### src/rtl/updown_counter_pkg.sv
// rtl/updown_counter_pkg.sv - shared types, limits and range helpers for the up/down event counter
package updown_counter_pkg;

  // Deepest synchroniser chain the edge_sync block will build.
  localparam int SYNC_MAX = 3;

  // Net count request seen by the datapath in one cycle.
  typedef enum logic [1:0] {
    EV_NONE,
    EV_UP,
    EV_DOWN
  } event_t;

  // Largest representable counter value for the given width and signedness.
  function automatic longint range_max(input int size, input int sgn);
    if (sgn != 0) begin
      return (longint'(1) << (size - 1)) - longint'(1);
    end
    return (longint'(1) << size) - longint'(1);
  endfunction

  // Smallest representable counter value for the given width and signedness.
  function automatic longint range_min(input int size, input int sgn);
    if (sgn != 0) begin
      return -(longint'(1) << (size - 1));
    end
    return longint'(0);
  endfunction

endpackage

### src/rtl/edge_sync.sv
// rtl/edge_sync.sv - optional input synchroniser followed by a rising-edge detector
module edge_sync
  import updown_counter_pkg::*;
#(
  parameter int Stages = 2
) (
  input  logic clk,
  input  logic rst,
  input  logic din,
  output logic rise
);

  // Chain depth is clamped so an out-of-range parameter still builds something sane.
  localparam int ST = (Stages > SYNC_MAX) ? SYNC_MAX : ((Stages < 0) ? 0 : Stages);

  logic s;
  logic p;

  generate
    if (ST == 0) begin : g_direct
      // Input is already synchronous to the clock; use it as-is.
      assign s = din;
    end else if (ST == 1) begin : g_one
      logic sff;
      // Single capture flop.
      always_ff @(posedge clk or posedge rst) begin
        if (rst) begin
          sff <= 1'b0;
        end else begin
          sff <= din;
        end
      end
      assign s = sff;
    end else begin : g_multi
      logic [ST-1:0] sff;
      // Shift the raw input through the chain; the oldest bit is the clean level.
      always_ff @(posedge clk or posedge rst) begin
        if (rst) begin
          sff <= '0;
        end else begin
          sff <= {sff[ST-2:0], din};
        end
      end
      assign s = sff[ST-1];
    end
  endgenerate

  // History flop holds last cycle's clean level so a held input fires only once.
  always_ff @(posedge clk or posedge rst) begin
    if (rst) begin
      p <= 1'b0;
    end else begin
      p <= s;
    end
  end

  assign rise = s & ~p;

endmodule

### src/rtl/updown_event_counter.sv
// rtl/updown_event_counter.sv - up/down event counter with step, wrap/saturate, load and bound flags
module updown_event_counter
  import updown_counter_pkg::*;
#(
  parameter int Size       = 8,
  parameter int Signed     = 1,
  parameter int Saturate   = 0,
  parameter int SyncStages = 2
) (
  input  logic            Clock,
  input  logic            Reset,
  input  logic            Up,
  input  logic            Down,
  input  logic            Enable,
  input  logic [Size-1:0] Step,
  input  logic            Load,
  input  logic [Size-1:0] LoadValue,
  output logic [Size-1:0] Data,
  output logic            AtMax,
  output logic            AtMin,
  output logic            Overflow
);

  // Two guard bits keep Data +/- Step exact for either signedness.
  localparam int W = Size + 2;

  localparam longint MAX_L = range_max(Size, Signed);
  localparam longint MIN_L = range_min(Size, Signed);
  localparam logic signed [W-1:0] MAXV = MAX_L[W-1:0];
  localparam logic signed [W-1:0] MINV = MIN_L[W-1:0];

  logic up_rise;
  logic dn_rise;
  event_t ev;

  logic signed [W-1:0] data_ext;
  logic signed [W-1:0] step_ext;
  logic signed [W-1:0] target;
  logic above;
  logic below;
  logic step_zero;

  edge_sync #(.Stages(SyncStages)) u_up_sync (
    .clk  (Clock),
    .rst  (Reset),
    .din  (Up),
    .rise (up_rise)
  );

  edge_sync #(.Stages(SyncStages)) u_dn_sync (
    .clk  (Clock),
    .rst  (Reset),
    .din  (Down),
    .rise (dn_rise)
  );

  // Collapse the two edge strobes into one request; simultaneous edges cancel.
  always_comb begin
    ev = EV_NONE;
    if (up_rise && !dn_rise) begin
      ev = EV_UP;
    end else if (dn_rise && !up_rise) begin
      ev = EV_DOWN;
    end
  end

  assign data_ext  = (Signed != 0) ? {{2{Data[Size-1]}}, Data} : {2'b00, Data};
  assign step_ext  = {2'b00, Step};
  assign step_zero = (Step == '0);

  // Widened target and its range check against the representable bounds.
  always_comb begin
    target = data_ext;
    if (ev == EV_UP) begin
      target = data_ext + step_ext;
    end else if (ev == EV_DOWN) begin
      target = data_ext - step_ext;
    end
    above = (target > MAXV);
    below = (target < MINV);
  end

  assign AtMax = (data_ext == MAXV);
  assign AtMin = (data_ext == MINV);

  // Counter register: load beats enable beats events; Overflow is a one-cycle pulse.
  always_ff @(posedge Clock or posedge Reset) begin
    if (Reset) begin
      Data     <= '0;
      Overflow <= 1'b0;
    end else begin
      Overflow <= 1'b0;
      if (Load) begin
        Data <= LoadValue;
      end else if (Enable && (ev != EV_NONE) && !step_zero) begin
        if (above) begin
          Data     <= (Saturate != 0) ? MAXV[Size-1:0] : target[Size-1:0];
          Overflow <= 1'b1;
        end else if (below) begin
          Data     <= (Saturate != 0) ? MINV[Size-1:0] : target[Size-1:0];
          Overflow <= 1'b1;
        end else begin
          Data <= target[Size-1:0];
        end
      end
    end
  end

endmodule
### config.mk
export PLATFORM = sky130hd
export DESIGN_NAME = updown_event_counter
export DESIGN_NICKNAME = d
export VERILOG_FILES = /design/src/rtl/updown_counter_pkg.sv /design/src/rtl/edge_sync.sv /design/src/rtl/updown_event_counter.sv
export SDC_FILE = /design/constraint.sdc
export NUM_CORES = 1
export LEC_CHECK = 0
export BUFFER_PORTS_ARGS = -buffer_cell sky130_fd_sc_hd__buf_2
export CAP_MARGIN = 40
export CORE_MARGIN = 2
export CORE_UTILIZATION = 48
export CTS_BUF_LIST = sky130_fd_sc_hd__clkbuf_8
export CTS_CLUSTER_DIAMETER = 30
export DETAILED_ROUTE_END_ITERATION = 7
export PLACE_DENSITY_LB_ADDON = 0.1
export SLEW_MARGIN = 10
export SYNTH_ARGS = -nofsm -noshare
export SYNTH_HDL_FRONTEND = slang
export SYNTH_SLANG_ARGS = --single-unit
### constraint.sdc
create_clock -name Clock -period 3.7 [get_ports Clock]
set_input_delay 0.74 -clock Clock [delete_from_list [all_inputs] [get_ports Clock]]
set_output_delay 0.74 -clock Clock [all_outputs]
set_load 0.05 [all_outputs]
==> impl_metrics.ini, run 1 <==
[outcome]
status = completed

[timing]
finalHoldViolCount = 0
fmax_ghz = 0.338
setup_viol = 0
tns_ps = 0
slew_violations = 0
grt_setup_unrepaired = no
fin_crit_sh = 0.799
setup_slack_ps = 744
finClkSkew_ps = 2.55
worst_slew_pin_slew_ps = 538
min_period_ps = 2960
timing.slew.headroom = 0.641

[yosys]
syn_nets = 225
synth_top_cell_area_share = 0.245
netlist_area_mm2 = 0.00153
avgSynthCellArea_um2 = 8.40
yosysUniqueCellTypes = 58
async_reset_ff_frac = 1.00
synth_edf_count = 0
synth-seq-cells = 15
synth_seq_area_share = 0.245
ys.flop_type = dfrtp_1
synth_top_cell_by_area = dfrtp_1
synthTopCellsByArea = dfrtp_1, ha_1, inv_1
yosysWarnings = 0
postSynthCellCount = 182

[global_route]
grt_util_all_layers = 0.223
overflow = 0
grt_pass1_wl_um = 6110
antenna_found_initial = 0
grt_pass1_vias = 1320
grt_max_degree = 18

[routing]
ant_nets = 0
drc = 0
wl_per_cell_um = 14.8
vias_per_cell = 5.75
routed_wl_um = 3810
drt-initial-drc-count = 55
vias = 1483
dr.pass1.iters = 4

[power_and_ir_drop]
p_leak_uw = 0.000864
power_density_mw_per_mm2 = 342
peakVddDrop_mv = 0.268
total_power_uw = 607

[place]
preCtsSetupSlack_ps = 494
placed_cells = 254
post-dp-hpwl_um = 3150
port_buffers = 32
gp_congestion = 0.937

[flow_run]
drv_cap = 0

[finish]
fin_cells = 258
drive_gt1_frac = 0.238
final_cell_mix = buf_2, inv_1, ha_1
final_common_cell = buf_2
antenna_cells = 0
utilization = 0.581
nNetsFinal = 258
area_growth_pct = 16.0

[clock_network]
clkSinkCount = 15
cts.htree.levels = 1
clkLatencyLatePin_ps = 250
cts-hold-fix-buffers = 0
cts_tree = done
clkTransAtPathRegs_ps = 60
cts_setup_buffers = 0
clk_path_buf_depth = 2
cts_root_buf = clkbuf_8
numCtsBuffers = 3
ctsResizeCount = 0

[setup_path]
reg2reg_slack_ps = 880
critical_path_required_ps = 3860
critPathMaxStageDelay_ps = 550
r2r_start = Data[0]
r2r_end = Overflow
cp_slowest_cell = mux4_2
startpoint_type = primary input
r2r_cells = 11
crit_chain = buf_2 -> inv_1 -> ha_1 -> or2b_1 -> a211o_1 -> a32oi_2 -> o2bb2ai_1 -> a211oi_2 -> mux4_2 -> nor3_2
crit_family = compound AO/OA/AOI/OAI gates
end_kind = flip-flop
cp.arrival_ps = 3120
critPathBufInv = 2
worstSetupPathType = primary input to flip-flop
path_max_fanout = 4

[min_path]
min_to = u_up_sync.g_multi.sff[1]
min_from = u_up_sync.g_multi.sff[0]
hold_path.class = flip-flop to flip-flop
worstHoldPathCells = 0

[die]
dieArea_mm2 = 0.00365
io_pins = 33
start_util = 0.501
die-width_um = 60.4
num_rows = 20
core_area_mm2 = 0.00305
die_h_um = 60.4
## power breakdown
part	leakage (uW)	switching [uW]	total, uW	internal [uW]
logic	0.000658	172	279	107
clock network	0.0000255	54.4	129	74.5
registers	0.000180	21.3	199	178
total	0.000864	248	607	359
## flip-flops by register name, indices dropped and copies added, names as in the netlist
register,count
u_dn_sync.p,1
u_dn_sync.g_multi.sff,2
u_up_sync.g_multi.sff,2
Overflow,1
Data,8
u_up_sync.p,1
## layer usage
metal	global-route usage	vias to the layer above	routed length, um
met1	0.328	693	1730
met4	0.0652	0	39
met3	0.0128	5	258
met2	0.357	60	1780
met5	0	-	0
li1	-	725	-
## metrics by stage
step	hold WS, ps	instance area (um2)
6_report	351	1770
5_1_grt	360	1770
4_1_cts	356	1770
3_5_place_dp	339	1730
3_3_place_gp	342	1730
2_1_floorplan	331	1530
## worst max-delay path by stage
stage	from	end	slack (ps)	cells past startpoint
final	Step[1]	Overflow	740	10
after global routing	Step[1]	Overflow	620	10
after CTS	Step[1]	Overflow	740	10
after detailed placement	Step[1]	Overflow	490	10
after global placement	Step[4]	Overflow	560	9
after floorplan	Data[4]	AtMin	130	2
## cell usage after synthesis (all sizes together), types with 4 or more instances
library cell	instances
ha	19
a211oi	4
and3	4
nor2	13
inv	23
dfrtp	15
nand2b	6
o21ai	14
a21oi	10
nand2	17
## layout make-up
class                           count  area, um2
Multi-Input combinational cell    140       1050
Clock inverter                      1       5.00
Sequential cell                    15        375
Tap cell                           44       55.1
Fill cell                         302       1280
Clock buffer                        3       41.3
Timing Repair Buffer               32        160
Inverter                           23       86.3
## cell families after synthesis
| family | after synthesis | synth area share |
|---|---|---|
| simple gates | 60 | 0.212 |
| compound gates | 57 | 0.271 |
| buf+inv | 27 | 0.0679 |
| fa+ha+maj | 21 | 0.182 |
| flops | 15 | 0.245 |
| mux | 2 | 0.0221 |
(Power assumes the default switching activity.)
==> run 2, diff against run 1 <==
Settings changed: ABC_AREA from default to 1.
Clock period 3.7 ns to 3 ns, I/O delays scaled along.
==> run 2 against run 1 <==
Flip-flop and latch count did not move. Setup slack improved by 110 ps. Non-clock buffer count did not move. Wire length rose by 15%. Clock skew rose by 2.8 ps. Critical endpoint unchanged. Count of clock-buffer cells in the layout did not move. Via count rose by 16%. Global-route usage rose by 0.59 points. Clock power rose by 24%. Synthesized cell count rose by 46%. Utilization fell by 0.75 points. Largest power group unchanged.
==> impl_metrics.ini, run 2 <==
[global_route]
grt_max_degree = 16
overflow = 0
grt_pass1_vias = 1587
grt_util_all_layers = 0.229
grt_pass1_wl_um = 7400
antenna_found_initial = 0

[routing]
wl_per_cell_um = 12.8
drc = 0
ant_nets = 0
dr.pass1.iters = 4
vias = 1717
routed_wl_um = 4380
vias_per_cell = 5.01
drt-initial-drc-count = 141

[outcome]
status = completed

[timing]
tns_ps = 0
min_period_ps = 2150
setup_viol = 0
setup_slack_ps = 854
fin_crit_sh = 0.715
grt_setup_unrepaired = no
finClkSkew_ps = 5.39
fmax_ghz = 0.466
finalHoldViolCount = 0
worst_slew_pin_slew_ps = 548
timing.slew.headroom = 0.634
slew_violations = 0

[min_path]
hold_path.class = flip-flop to flip-flop

[yosys]
yosysUniqueCellTypes = 29
yosys-top-cells-count = nand2_1, inv_1, nor2_1
postSynthCellCount = 266
async_reset_ff_frac = 1.00
ys.flop_type = dfrtp_1
synth_top_cell_by_area = dfrtp_1
synth_top_cell_area_share = 0.216
synth_most_common_cell = nand2_1
netlist_area_mm2 = 0.00174
synth_edf_count = 0
synth_seq_area_share = 0.216
avgSynthCellArea_um2 = 6.52
syn_nets = 309
yosysWarnings = 0
synthTopCellsByArea = dfrtp_1, nand2_1, ha_1
synth-seq-cells = 15

[clock_network]
numCtsBuffers = 3
clkSinkCount = 15
cts_setup_buffers = 0
cts-hold-fix-buffers = 0
ctsResizeCount = 0
cts_root_buf = clkbuf_8
clkTransAtPathRegs_ps = 60
cts.htree.levels = 1
clk_path_buf_depth = 2
cts_tree = done
clkLatencyLatePin_ps = 250

[die]
dieArea_mm2 = 0.00411
core_area_mm2 = 0.00342
num_rows = 21
die_h_um = 64.1
start_util = 0.508
io_pins = 33
die-width_um = 64.1

[setup_path]
end_kind = flip-flop
worstSetupPathType = flip-flop to flip-flop
path_max_fanout = 9
startpoint_type = flip-flop
critical_path_required_ps = 3140
cp.arrival_ps = 2290

[place]
gp_congestion = 0.926
preCtsSetupSlack_ps = 684
port_buffers = 32
post-dp-hpwl_um = 3760

[finish]
top_regs = Data: 8 flops, u_dn_sync.g_multi.sff: 2 flops, u_up_sync.g_multi.sff: 2 flops
antenna_cells = 0
top_register = Data
nNetsFinal = 341
final_cell_mix = nand2_1, inv_1, buf_2
area_growth_pct = 12.8
final_common_cell = nand2_1
largest_reg_flops = 8
utilization = 0.573
drive_gt1_frac = 0.178

[power_and_ir_drop]
power_density_mw_per_mm2 = 441
total_power_uw = 864
peakVddDrop_mv = 0.385
p_leak_uw = 0.00112

[flow_run]
drv_cap = 0
## run 2: kinds of logic after synthesis
group	synth area share
adders and majority gates	0.160
xor gates and xnor gates	0.0252
DFF	0.216
and+or+nand+nor	0.331
buffers and inverters	0.141
AOI/OAI and AO/OA	0.127
## run 2: stage by stage
step | std cells | area, um2 | hold slack (ps)
after floorplan | 266 | 1740 | 331
after global placement | 339 | 1910 | 332
after detailed placement | 339 | 1910 | 337
after CTS | 343 | 1960 | 350
after global routing | 343 | 1960 | 354
final | 343 | 1960 | 346
## run 2: layer usage
metal  GRT usage  wire length (um)
met1       0.341              2140
met2       0.367              2000
met3      0.0335               240
met4      0.0160                 0
met5           0                 0
## run 2: area by class of cell
cell class	count	area [um2]
Clock buffer	3	41.3
Clock inverter	1	5.00
Fill cell	360	1460
Inverter	53	203
Multi-Input combinational cell	193	1120
Sequential cell	15	375
Tap cell	46	57.6
Timing Repair Buffer	32	160
## run 2: final timing paths
check	start	to	slack, ps	depth (start not counted)
max	Data[7]	Overflow	850	14
min	u_dn_sync.g_multi.sff[0]	u_dn_sync.g_multi.sff[1]	350	0
max reg2reg	Data[7]	Overflow	850	14
min reg2reg	u_dn_sync.g_multi.sff[0]	u_dn_sync.g_multi.sff[1]	350	0
max in group asynchronous	Reset	Data[3]	2250	2
min in group asynchronous	Reset	u_dn_sync.p	390	2
## run 2: report_power, final
part	total [uW]	switching [uW]	internal (uW)
logic	448	304	144
registers	256	34.0	222
clock network	160	68.2	91.8
total	864	406	458
## run 2: worst max-delay path, cell delays in order, from the launching register on
cell      delay, ps
dfrtp_1         530
inv_1           190
ha_1            400
inv_1           130
o21bai_1         90
a21oi_1         130
nand2_1          70
nand2_1          90
nand2_1          60
nand2_1          50
nand2_1          70
inv_1            50
nand2_1          40
nor2_1           90
nor2_1           50
